--- src/rtl/isa_pkg.sv ---
// Shared ISA definitions for the fetch path: widths, instruction field slices,
// opcode values and the fetch controller state encoding.
package isa_pkg;

  localparam int INSTR_W = 13;
  localparam int ADDR_W  = 4;

  localparam int OPC_MSB = 12;
  localparam int OPC_LSB = 6;
  localparam int RD_MSB  = 5;
  localparam int RD_LSB  = 4;
  localparam int RS_MSB  = 3;
  localparam int RS_LSB  = 2;
  localparam int RT_MSB  = 1;
  localparam int RT_LSB  = 0;

  localparam logic [6:0] OPC_ADD  = 7'b0000010;
  localparam logic [6:0] OPC_DEC  = 7'b0000110;
  localparam logic [6:0] OPC_LOAD = 7'b0010000;
  localparam logic [6:0] OPC_ADDI = 7'b1000010;
  localparam logic [6:0] OPC_BRZ  = 7'b1100000;
  localparam logic [6:0] OPC_JUMP = 7'b1110000;

  typedef enum logic [1:0] {
    FS_IDLE = 2'd0,
    FS_LOAD = 2'd1,
    FS_RUN  = 2'd2
  } fetch_state_t;

  function automatic logic [6:0] opcode_of(input logic [INSTR_W-1:0] instr);
    return instr[OPC_MSB:OPC_LSB];
  endfunction

endpackage

--- src/rtl/instr_fetch_unit_pc_reg.sv ---
// Program counter: load has priority over increment; increment wraps modulo 2**ADDR_W.
module pc_reg #(
  parameter int                ADDR_W   = isa_pkg::ADDR_W,
  parameter logic [ADDR_W-1:0] RESET_PC = '0
) (
  input  logic              clk,
  input  logic              rst_n,
  input  logic              load,
  input  logic [ADDR_W-1:0] load_val,
  input  logic              inc,
  output logic [ADDR_W-1:0] pc
);

  always_ff @(posedge clk or negedge rst_n) begin
    if (!rst_n) begin
      pc <= RESET_PC;
    end else if (load) begin
      pc <= load_val;
    end else if (inc) begin
      pc <= pc + 1'b1;
    end
  end

endmodule

--- src/rtl/instr_fetch_unit.sv ---
// Fetch stage: program-load streaming into instruction memory, then PC-driven
// fetch into the IF/ID register with stall and redirect handling.
//
//   state   | meaning
//   FS_IDLE | waiting for LOAD_EN (priority) or START
//   FS_LOAD | writing LOAD_DATA to memory at the load counter on LOAD_VALID
//   FS_RUN  | fetching; left only by reset
module instr_fetch_unit
  import isa_pkg::fetch_state_t, isa_pkg::FS_IDLE, isa_pkg::FS_LOAD, isa_pkg::FS_RUN;
#(
  parameter int                ADDR_W   = isa_pkg::ADDR_W,
  parameter int                INSTR_W  = isa_pkg::INSTR_W,
  parameter logic [ADDR_W-1:0] RESET_PC = '0
) (
  input  logic               clk,
  input  logic               rst_n,
  input  logic               start,
  input  logic               load_en,
  input  logic               load_valid,
  input  logic [INSTR_W-1:0] load_data,
  output logic               load_done,
  input  logic               stall,
  input  logic               redirect,
  input  logic [ADDR_W-1:0]  redirect_pc,
  output logic               imem_wr,
  output logic [ADDR_W-1:0]  imem_a,
  output logic [INSTR_W-1:0] imem_d,
  input  logic [INSTR_W-1:0] imem_q,
  output logic               if_valid,
  output logic [ADDR_W-1:0]  if_pc,
  output logic [INSTR_W-1:0] if_instr,
  output logic               running
);

  localparam logic [ADDR_W-1:0] LAST_ADDR = '1;

  fetch_state_t      state, state_nxt;
  logic [ADDR_W-1:0] cnt, cnt_nxt;
  logic [ADDR_W-1:0] pc, pc_load_val;
  logic              pc_load, pc_inc;
  logic              load_fin, fetch_take, fetch_kill;

  pc_reg #(.ADDR_W(ADDR_W), .RESET_PC(RESET_PC)) u_pc_reg (
    .clk      (clk),
    .rst_n    (rst_n),
    .load     (pc_load),
    .load_val (pc_load_val),
    .inc      (pc_inc),
    .pc       (pc)
  );

  always_comb begin
    state_nxt   = state;
    cnt_nxt     = cnt;
    load_fin    = 1'b0;
    pc_load     = 1'b0;
    pc_load_val = RESET_PC;
    pc_inc      = 1'b0;
    fetch_take  = 1'b0;
    fetch_kill  = 1'b0;
    imem_wr     = 1'b0;
    imem_a      = pc;
    imem_d      = '0;
    case (state)
      FS_IDLE: begin
        if (load_en) begin
          state_nxt = FS_LOAD;
          cnt_nxt   = '0;
        end else if (start) begin
          state_nxt  = FS_RUN;
          pc_load    = 1'b1;
          fetch_kill = 1'b1;
        end
      end
      FS_LOAD: begin
        imem_a  = cnt;
        imem_d  = load_data;
        imem_wr = load_valid;
        // a write to the last address ends the load, so the counter never wraps
        load_fin = !load_en || (load_valid && (cnt == LAST_ADDR));
        if (load_valid && (cnt != LAST_ADDR)) cnt_nxt = cnt + 1'b1;
        if (load_fin) state_nxt = FS_IDLE;
      end
      FS_RUN: begin
        if (redirect) begin
          pc_load     = 1'b1;
          pc_load_val = redirect_pc;
          fetch_kill  = 1'b1;
        end else if (!stall) begin
          pc_inc     = 1'b1;
          fetch_take = 1'b1;
        end
      end
      default: state_nxt = FS_IDLE;
    endcase
  end

  always_ff @(posedge clk or negedge rst_n) begin
    if (!rst_n) begin
      state     <= FS_IDLE;
      cnt       <= '0;
      load_done <= 1'b0;
      if_valid  <= 1'b0;
      if_pc     <= '0;
      if_instr  <= '0;
    end else begin
      state     <= state_nxt;
      cnt       <= cnt_nxt;
      load_done <= load_fin;
      if (fetch_kill) begin
        if_valid <= 1'b0;
      end else if (fetch_take) begin
        if_valid <= 1'b1;
        if_pc    <= pc;
        if_instr <= imem_q;
      end
    end
  end

  assign running = (state == FS_RUN);

endmodule

--- config.mk ---
export PLATFORM = sky130hd
export DESIGN_NAME = instr_fetch_unit
export DESIGN_NICKNAME = d
export VERILOG_FILES = /design/src/rtl/isa_pkg.sv /design/src/rtl/instr_fetch_unit_pc_reg.sv /design/src/rtl/instr_fetch_unit.sv
export SDC_FILE = /design/constraint.sdc
export NUM_CORES = 1
export LEC_CHECK = 0
export ABC_AREA = 1
export CAP_MARGIN = 20
export CORE_UTILIZATION = 39
export CTS_CLUSTER_SIZE = 28
export DETAILED_ROUTE_END_ITERATION = 6
export PLACE_DENSITY = 0.82
export SYNTH_ARGS = -nofsm -noshare
export SYNTH_HDL_FRONTEND = slang
export SYNTH_SLANG_ARGS = --single-unit
--- constraint.sdc ---
create_clock -name clk -period 1.6 [get_ports clk]
set_input_delay 0.24 -clock clk [delete_from_list [all_inputs] [get_ports clk]]
set_output_delay 0.24 -clock clk [all_outputs]
set_load 0.005 [all_outputs]
# Word level (Yosys, flattened, before mapping)
# Cells that the tools add are included.
# classes
add_sub_neg	2
mul	0
div	0
magnitude_cmp	0
n_eq_ne	8
shifts	0
n_mux	24
bitwise_logic	2
reduce_logical	10
# ops
operator	n
$mux 4	7
$mux 13	1
$mux 1	10
$add 4x1->4 const B	2
$pmux 4 s2	1
$mux 2	3
$ne 2x2->1 const B	3
$pmux 2 s3	1
$reduce_and 3->1	2
$eq 4x4->1 const B	1
$ne 4x4->1 const B	1
$reduce_bool 2->1	2
$ne 3x3->1 const B	1
$eq 2x1->1 const B	1
$eq 2x2->1 const B	1
$logic_and 1x1->1	2
$logic_not 2->1	1
$not 1->1	2
$pmux 1 s2	1
$reduce_and 2->1	1
$logic_not 1->1	1
$logic_or 1x1->1	1
# totals
reg_bits	29
latchBits	0
ramBits	0
mem_bits_ro	0
in_bits	37
output_inout_bits	38
elab_cells	53
mem_count	0

# Depth between registers and ports, before layout
# Gate-level depths: netlist of run 1.
# depth
depth_word	5
mapped_depth	9
mapped_depth_nobuf	9

# Hierarchy
# A second synthesis of run 1 with hierarchy kept.
# unflattened
cells_unflattened	200
area_unflattened_um2	1482.7
# by_module_without_submodules
module	n_inst	cells_per_inst	area_per_inst_um2	seq_area_each_um2
instr_fetch_unit	1	173	1263.7	625.6
pc_reg	1	27	219.0	100.1

# Worst setup path after synthesis of run 1
# OpenSTA, ideal clock, no wires.
# synth_timing
path_kind	register to register
start	reg state[0]
end	reg if_instr[0]
setup_ps	116
arrival_time_ps	1132
required_ps	1484
setup_slack_ps	352
path_stages_with_launch	8
path_buffers	1
synth_period_minus_slack_ps	1248
path_cell_list	dfrtp_1 > inv_2 > nand2_2 > nor3_4 > inv_2 > buf_6 > nand2_1 > nand2_1
# synth_via
elab_chain_len	4
word_cells_on_any_way	6
classes_between	1 x eq/ne; 2 x mux; 1 x bitwise; 2 x reduce/logical
# synth_lines
item	line	rtl
from (decl)	instr_fetch_unit.sv:37	fetch_state_t state, state_nxt;
from (signal assigned)	instr_fetch_unit.sv:107	state <= state_nxt;
$eq 2x2->1 / $logic_not 2->1 (equally long branches)	instr_fetch_unit.sv:64	case (state)
$pmux 1 s2	instr_fetch_unit.sv:64	
$not 1->1 (no source line)	-	
$reduce_and 2->1 (no source line) *	-	
to (signal assigned)	instr_fetch_unit.sv:115	if_instr <= imem_q;
to (decl)	instr_fetch_unit.sv:31	output logic [INSTR_W-1:0] if_instr,
# Mark *: on every way between the ends. The rest lies on a longest branch, timed or not.
# A chain may end at the register's enable or synchronous reset.

# Worst setup path after layout of run 1
# layout_timing
start	reg state[1]
end	out imem_a[0]
# layout_via
elab_chain_len	2
# layout_lines
item	line	rtl
$eq 2x1->1	instr_fetch_unit.sv:64	
$mux 4	instr_fetch_unit.sv:64	
to (decl)	instr_fetch_unit.sv:26	output logic [ADDR_W-1:0] imem_a,
# No other way between the ends.

==> tab_implementation.tex, run 1 <==
\begin{tabular}{lr}
\hline
Metric & Value \\
\hline
\multicolumn{2}{l}{\textbf{Clocking}} \\
Post-CTS Hold Buffers & 0 \\
Clock Sinks & 29 \\
Clk root buf & clkbuf\_8 \\
Number of H-tree levels & 2 \\
Clock transition time at the flip-flop clock pins of the worst setup and hold paths & 0.07 ns \\
Later-pin clock latency in the skew report & 0.28 ns \\
CTS tree & done \\
Maximum root-to-sink buffer count & 2 \\
Number of buffers created by CTS & 5 \\
\multicolumn{2}{l}{\textbf{Die}} \\
\# IOs & 75 \\
Number of rows in the core area & 21 \\
Standard cell core area & 3440 um2 \\
Floorplan die height & 62.8 um \\
DIE WIDTH & 62.8 um \\
Total die area & 3940 um2 \\
Initial cell density of the core & 41.8\% \\
\multicolumn{2}{l}{\textbf{Synth}} \\
Count of state elements after synthesis & 29 \\
Yosys Warn Count & 0 \\
Share of the yosys chip area belonging to registers & 50.4\% \\
Top-area cell type share of the netlist area & 50.4\% \\
Post-Syn Nets & $\sim$240 \\
Number of distinct library cells after synthesis & 17 \\
Post-synthesis share of cell area spent on full adders, half adders and majority gates & $\sim$1.7\% \\
Area of the mapped netlist & 1440 um2 \\
Top cells by area in the synthesized netlist & dfrtp\_1 50\%, nand2\_1 24\%, inv\_1 6.3\% \\
Mux contribution to synthesized area & 0\% \\
Parity-gate share of the synthesized area counting xor and xnor cells & 1.22\% \\
Dominant combinational cell family by area after synthesis & simple AND/OR/NAND/NOR gates \\
Library cell with the largest summed area after synthesis & dfrtp\_1 \\
Number of instances in the synthesized netlist & 198 \\
Average footprint of a synthesized cell & 7.27 um2 \\
Synthesized-area fraction occupied by and/or/nand/nor cells & 34.8\% \\
Synth Area in Compound Gates & 3.30\% \\
\multicolumn{2}{l}{\textbf{Routing}} \\
Count of vias placed by the detailed router & $\sim$1500 \\
Overall routed net length & between 3 and 4 mm \\
DRC & 0 \\
Via density & around 4.5 \\
Mean routed wirelength per cell & 11.0 um \\
Iteration-0 DRC count of the detailed router & 122 \\
First drt pass iteration count & 4 \\
Number of nets with antenna violations after detailed routing & 0 \\
\multicolumn{2}{l}{\textbf{Layout}} \\
Layout Cell Area excl Fill & 2400 um2 \\
Post-route non-filler standard cell count & 334 \\
Number of flip-flops under the largest register name & 13 \\
Area occupied by multi-input gates & around 610 um2 \\
Fraction of layout instances using a drive strength above 1 & between 10\% and 20\% \\
Final standard cell utilization of the core & 69.6\% \\
Post-synthesis to final-layout area growth & 66.5\% \\
Top register by number of flip-flops & if\_instr \\
Seq. cell area & between 700 and 800 um2 \\
Number of fill cells & 288 \\
Diode insertion count for antenna repair & 0 \\
Layout net count & 326 \\
Leading cell types in the layout, fill and taps excluded & 90 x nand2\_1, 55 x clkdlybuf4s50\_1, 29 x dfrtp\_1, 23 x inv\_1, 22 x nor2\_1 \\
Most common library cell in the layout ignoring fill and taps & nand2\_1 \\
\multicolumn{2}{l}{\textbf{Global routing}} \\
Pin count of the biggest net entering global routing & 30 \\
GRT Overall Usage & 20.1\% \\
Wire length of the first global-routing pass & between 6 and 7 mm \\
Overflow left after global routing & 0 \\
Vias in the first global route & 1398 \\
Number of antenna violations at the first check in global routing & 0 \\
\multicolumn{2}{l}{\textbf{Worst setup path}} \\
Startpoint of the most critical register-to-register path & cnt[0] \\
Worst R2R End & cnt[1] \\
Nature of the critical path endpoint & primary output \\
Critical Setup Path Class & register to primary output \\
Signal arrival time at the worst endpoint & 1.35 ns \\
Worst-case reg-to-reg path depth & 6 \\
Critical path data required time & 1.36 ns \\
Largest driver fanout on the critical path & 10 \\
R2r setup slk & 0.24 ns \\
Crit start category & register \\
\multicolumn{2}{l}{\textbf{STA}} \\
Slew HR & between 70\% and 80\% \\
FMAX & 628 MHz \\
Count of final max-slew check failures & 0 \\
Unrepaired setup endpoints after global routing & true \\
Worst Hold Margin & 0.346 ns \\
Post-layout min period & approximately 1.6 ns \\
Post-Route Skew & 0.00616 ns \\
Worst Max-Slew Pin Slew & 0.362 ns \\
Number of endpoints with negative hold slack in the final report & 0 \\
Period utilization & 99.6\% \\
Setup-violating endpoint count in the final report & 0 \\
\multicolumn{2}{l}{\textbf{Place}} \\
Routability Congestion & 0.792 \\
IO Port Bufs & 74 \\
Placed Cells incl. Taps & between 300 and 400 \\
Area of placed instances & 2280 um2 \\
Placed wire-length estimate & 2.73 mm \\
\multicolumn{2}{l}{\textbf{Power}} \\
Final total power & 0.00195 W \\
Max IR drop VDD & 750 uV \\
Total power per unit cell area & 814 nW/um2 \\
Total leakage power & 1.32 nW \\
\multicolumn{2}{l}{\textbf{Hold path}} \\
Classification of the worst-slack hold path & input pin to async pin \\
\multicolumn{2}{l}{\textbf{Status}} \\
Result of the run & finished, final reports clean \\
\multicolumn{2}{l}{\textbf{Run}} \\
Number of violations of the max-capacitance limit & 0 \\
\hline
\end{tabular}
## worst max path at each step
stage / from / end / slack (ns) / cells past startpoint
after floorplan: state[0] / if_instr[0] / 0.35 / 7
after global placement: load_valid / imem_wr / -0.01 / 4
after detailed placement: load_data[12] / imem_d[12] / -0.02 / 4
after CTS: state[1] / imem_a[0] / -0.02 / 6
after global routing: state[1] / imem_a[0] / -0.06 / 6
final: state[1] / imem_a[0] / 0.006 / 6
## report_power, final
part | internal [W] | switching [W] | leakage [nW]
Clock | 0.000388 | 0.000269 | 0.0542
Sequential | 0.000811 | 0.0000573 | 0.354
Combinational | 0.000263 | 0.000163 | 0.911
Total | 0.00146 | 0.000489 | 1.32
## cell type report
class / count / area share [%]
Timing Repair Buffer: 86 / 33.5
Sequential cell: 29 / 30.3
Multi-Input combinational cell: 139 / 25.5
Inverter: 26 / 4.07
Clock buffer: 7 / 4.02
Tap cell: 46 / 2.40
Clock inverter: 1 / 0.209
## cells in the mapped netlist
library cell	instances
nand3_1	8
o21a_1	1
inv_1	24
a21oi_1	2
xor2_1	2
nor3_4	1
nand2_1	91
inv_2	2
ha_1	2
buf_4	1
clkbuf_1	2
dfrtp_1	29
o21ai_0	6
nand4_1	1
buf_6	1
nor2_1	24
nand2_2	1
## logic make-up after synthesis
family / count (synthesis)
xor gates and xnor gates: 2
DFF: 29
adders and majority gates: 2
buffers and inverters: 30
AOI/OAI and AO/OA: 9
and+or+nand+nor: 126
## repair_timing
action / CTS / global route
gates cloned: 0 / 1
endpoints found under the setup margin: 19 / 9
hold endpoints to repair: 0 / 0
resized for setup: 31 / 10
setup buffers: 2 / 0
## worst max-delay path, cell delays in order (launching register included)
cell           delay [ns]
dfrtp_1              0.38
inv_2                0.08
nand2_4              0.07
buf_8                0.14
nor2_4               0.10
a21oi_2              0.05
dlygate4sd2_1        0.27
## layer usage
layer  track usage (%)  share of wire, %  wire, um  vias up
met5                 0                 0         0        -
met4              6.69              0.11         4        0
met3              4.01               4.9       179        2
met2              34.5                52      1920       44
met1              25.1                43      1580      699
li1                  -                 -         -      767
## metrics by stage
stage	setup TNS (ns)	setup slack, ns
after floorplan	0	0.352
after global placement	-0.0115	-0.0115
after detailed placement	-0.0392	-0.0150
after CTS	-0.0263	-0.0178
after global routing	-0.0567	-0.0555
final	0	0.00647
No activity file was read; power rests on OpenSTA's default activity.
==> run 2: changes to the inputs <==
--- a/config.mk
+++ b/config.mk
@@ -7,8 +7,10 @@
 export LEC_CHECK = 0
 export ABC_AREA = 1
 export CAP_MARGIN = 20
-export CORE_UTILIZATION = 39
-export CTS_CLUSTER_SIZE = 28
+export CELL_PAD_IN_SITES_DETAIL_PLACEMENT = 0
+export CELL_PAD_IN_SITES_GLOBAL_PLACEMENT = 2
+export CORE_UTILIZATION = 20
+export CTS_CLUSTER_SIZE = 30
 export DETAILED_ROUTE_END_ITERATION = 6
 export PLACE_DENSITY = 0.82
 export SYNTH_ARGS = -nofsm -noshare
==> tab_implementation.tex, run 2 (synthesized netlist as in run 1, its figures left out) <==
\begin{tabular}{lr}
\hline
Metric & Value \\
\hline
\multicolumn{2}{l}{\textbf{Worst setup path}} \\
Crit start category & register \\
Crit-path cells & buf\_4 > nand2\_4 > buf\_12 > nor2\_1 > dlygate4sd2\_1 \\
Worst-case reg-to-reg path depth & 9 (+3) \\
Standard cell with the maximum stage delay on the critical path & dfrtp\_1 \\
R2r setup slk & 0.17 ns (-0.07 ns) \\
Critical Setup Path Class & register to primary output \\
Nature of the critical path endpoint & primary output \\
Largest stage delay, worst path & 0.38 ns (about the same) \\
CP Buf/Inv Count & 3 (unchanged) \\
Signal arrival time at the worst endpoint & 1.32 ns (-0.03 ns) \\
Top Family by Delay on Critical Path & buffers and inverters \\
Critical path data required time & 1.36 ns (about the same) \\
Largest driver fanout on the critical path & 14 (+4) \\
Startpoint of the most critical register-to-register path & state[0] \\
Worst R2R End & cnt[1] \\
\multicolumn{2}{l}{\textbf{STA}} \\
FMAX & 640 MHz (+1.9\%) \\
Min setup slack post-route & 0.0363 ns (+0.0298 ns) \\
Total negative slack & 0 ns (unchanged) \\
Worst Hold Margin & 0.344 ns (-0.00198 ns) \\
Number of endpoints with negative hold slack in the final report & 0 (unchanged) \\
Post-Route Skew & 0.00172 ns (-0.00444 ns) \\
Setup-violating endpoint count in the final report & 0 (unchanged) \\
Worst Max-Slew Pin Slew & 0.387 ns (+0.0245 ns) \\
Slew HR & 74.2\% (-1.6 points) \\
Period utilization & 97.7\% (-1.9 points) \\
Post-layout min period & 1.56 ns (-0.0298 ns) \\
Unrepaired setup endpoints after global routing & true \\
Count of final max-slew check failures & 0 (unchanged) \\
\multicolumn{2}{l}{\textbf{Layout}} \\
Area occupied by multi-input gates & 608 um2 (-0.61\%) \\
Diode insertion count for antenna repair & 0 (unchanged) \\
Top register by number of flip-flops & if\_instr \\
Layout net count & 332 (+1.8\%) \\
Post-synthesis to final-layout area growth & 74.5\% \\
Number of fill cells & 757 (+160\%) \\
Layout Cell Area excl Fill & 2510 um2 (+4.8\%) \\
Number of flip-flops under the largest register name & 13 (unchanged) \\
Seq. cell area & 726 um2 (unchanged) \\
Leading cell types in the layout, fill and taps excluded & 90 x nand2\_1, 55 x clkdlybuf4s50\_1, 29 x dfrtp\_1, 23 x inv\_1, 22 x nor2\_1 \\
Fraction of layout instances using a drive strength above 1 & 13.9\% (+2.5 points) \\
Most common library cell in the layout ignoring fill and taps & nand2\_1 \\
Post-route non-filler standard cell count & 390 (+17\%) \\
\multicolumn{2}{l}{\textbf{Power}} \\
Max IR drop VDD & 388 uV (-48\%) \\
Total power per unit cell area & 836 nW/um2 (+2.6\%) \\
Total leakage power & 1.33 nW (+0.52\%) \\
\multicolumn{2}{l}{\textbf{Clocking}} \\
Clock transition time at the flip-flop clock pins of the worst setup and hold paths & 0.06 ns (about the same) \\
Later-pin clock latency in the skew report & 0.28 ns (about the same) \\
Number of H-tree levels & 2 (unchanged) \\
Clk root buf & clkbuf\_8 \\
Maximum root-to-sink buffer count & 2 (unchanged) \\
Number of buffers created by CTS & 5 (unchanged) \\
Clock Sinks & 29 (unchanged) \\
CTS tree & done \\
\multicolumn{2}{l}{\textbf{Global routing}} \\
GRT Overall Usage & 11.8\% (-8.3 points) \\
Overflow left after global routing & 0 (unchanged) \\
Pin count of the biggest net entering global routing & 30 (unchanged) \\
Wire length of the first global-routing pass & 6.78 mm (+9.1\%) \\
Vias in the first global route & 1415 (+1.2\%) \\
Number of antenna violations at the first check in global routing & 0 (unchanged) \\
\multicolumn{2}{l}{\textbf{Run}} \\
Number of violations of the max-capacitance limit & 0 (unchanged) \\
\multicolumn{2}{l}{\textbf{Status}} \\
Result of the run & finished, final reports clean \\
\multicolumn{2}{l}{\textbf{Routing}} \\
Iteration-0 DRC count of the detailed router & 70 (-43\%) \\
Count of vias placed by the detailed router & 1508 (-0.26\%) \\
Via density & 3.87 (-15\%) \\
First drt pass iteration count & 4 (unchanged) \\
DRC & 0 (unchanged) \\
Overall routed net length & 4.11 mm (+12\%) \\
Mean routed wirelength per cell & 10.5 um (-4.5\%) \\
Number of nets with antenna violations after detailed routing & 0 (unchanged) \\
\multicolumn{2}{l}{\textbf{Die}} \\
Floorplan die height & 86.9 um (+38\%) \\
DIE WIDTH & 86.9 um (+38\%) \\
\# IOs & 75 (unchanged) \\
Number of rows in the core area & 30 (+43\%) \\
Initial cell density of the core & 21.0\% (-21 points) \\
Total die area & 7540 um2 (+91\%) \\
Standard cell core area & 6870 um2 (+100\%) \\
\multicolumn{2}{l}{\textbf{Place}} \\
IO Port Bufs & 74 (unchanged) \\
Placed Cells incl. Taps & 381 (+18\%) \\
Placed wire-length estimate & 3.15 mm (+15\%) \\
Setup slack at placement & -0.0325 ns (-0.0174 ns) \\
Routability Congestion & 0.745 (-6.0\%) \\
Area of placed instances & 2400 um2 (+5.4\%) \\
\multicolumn{2}{l}{\textbf{Hold path}} \\
Classification of the worst-slack hold path & input pin to async pin \\
\hline
\end{tabular}
[run 2: changes by cell type in the layout (fill, tap and decap cells not counted), moves of 2 or more]
cell | before | now
clkbuf_2 | 2 | 5
clkdlybuf4s15_1 | 2 | 8
buf_4 | 9 | 17
dlygate4sd2_1 | 13 | 3
o21ai_0 | 6 | 4
o21ai_1 | 0 | 2
[run 2: metal layers]
metal	vias to the layer above	GRT usage [%]	wire, um
met5	-	0	0
met4	0	5.91	104
met3	9	2.46	193
met2	40	19.1	1870
met1	680	14.8	1940
li1	779	-	-
[run 2: area by class of cell]
| cell class | instances | share of cell area (%) |
|---|---|---|
| timing repair buffer | 92 | 33.6 |
| multi-input combinational | 139 | 24.2 |
| clock buffer | 7 | 3.44 |
| sequential | 29 | 28.9 |
| inverter | 26 | 3.88 |
| tap | 96 | 4.78 |
| clock inverter | 1 | 1.20 |
[run 2: power by group]
group / internal, W / switching [W] / total [W] / leakage (nW)
registers: 0.000811 / 0.0000404 / 0.000851 / 0.354
clock network: 0.000507 / 0.000289 / 0.000796 / 0.0585
logic: 0.000273 / 0.000179 / 0.000452 / 0.914
total: 0.00159 / 0.000508 / 0.00210 / 1.33
[run 2: what timing repair did]
item | in CTS | in global routing
hold buffers | 0 | 0
setup buffers | 1 | 0
gates resized for setup | 40 | 17
setup endpoints to repair | 19 | 15
[run 2: worst max path at each step]
stage,to,depth (start not counted),start
6_report,imem_d[5],5,state[0]
5_1_grt,imem_d[5],5,state[0]
4_1_cts,imem_a[0],6,state[0]
3_5_place_dp,imem_wr,4,load_valid
3_3_place_gp,imem_d[4],6,state[1]
2_1_floorplan,if_instr[0],7,state[0]
[run 2: through the flow]
| step | total power (W) | util, % |
|---|---|---|
| final | 0.00210 | 36.6 |
| after global routing | 0.00223 | 36.6 |
| after CTS | 0.00215 | 36.6 |
| after detailed placement | 0.00134 | 35.0 |
| after global placement | 0.00134 | 35.0 |
| after floorplan | 0.00101 | - |
==> run 3: changes to the inputs <==
--- a/config.mk
+++ b/config.mk
@@ -6,7 +6,7 @@
 export NUM_CORES = 1
 export LEC_CHECK = 0
 export ABC_AREA = 1
-export CAP_MARGIN = 20
+export CAP_MARGIN = 30
 export CELL_PAD_IN_SITES_DETAIL_PLACEMENT = 0
 export CELL_PAD_IN_SITES_GLOBAL_PLACEMENT = 2
 export CORE_UTILIZATION = 20
==> results of run 3 <==
Final layout, timing and power as in run 2 (identical DEF).
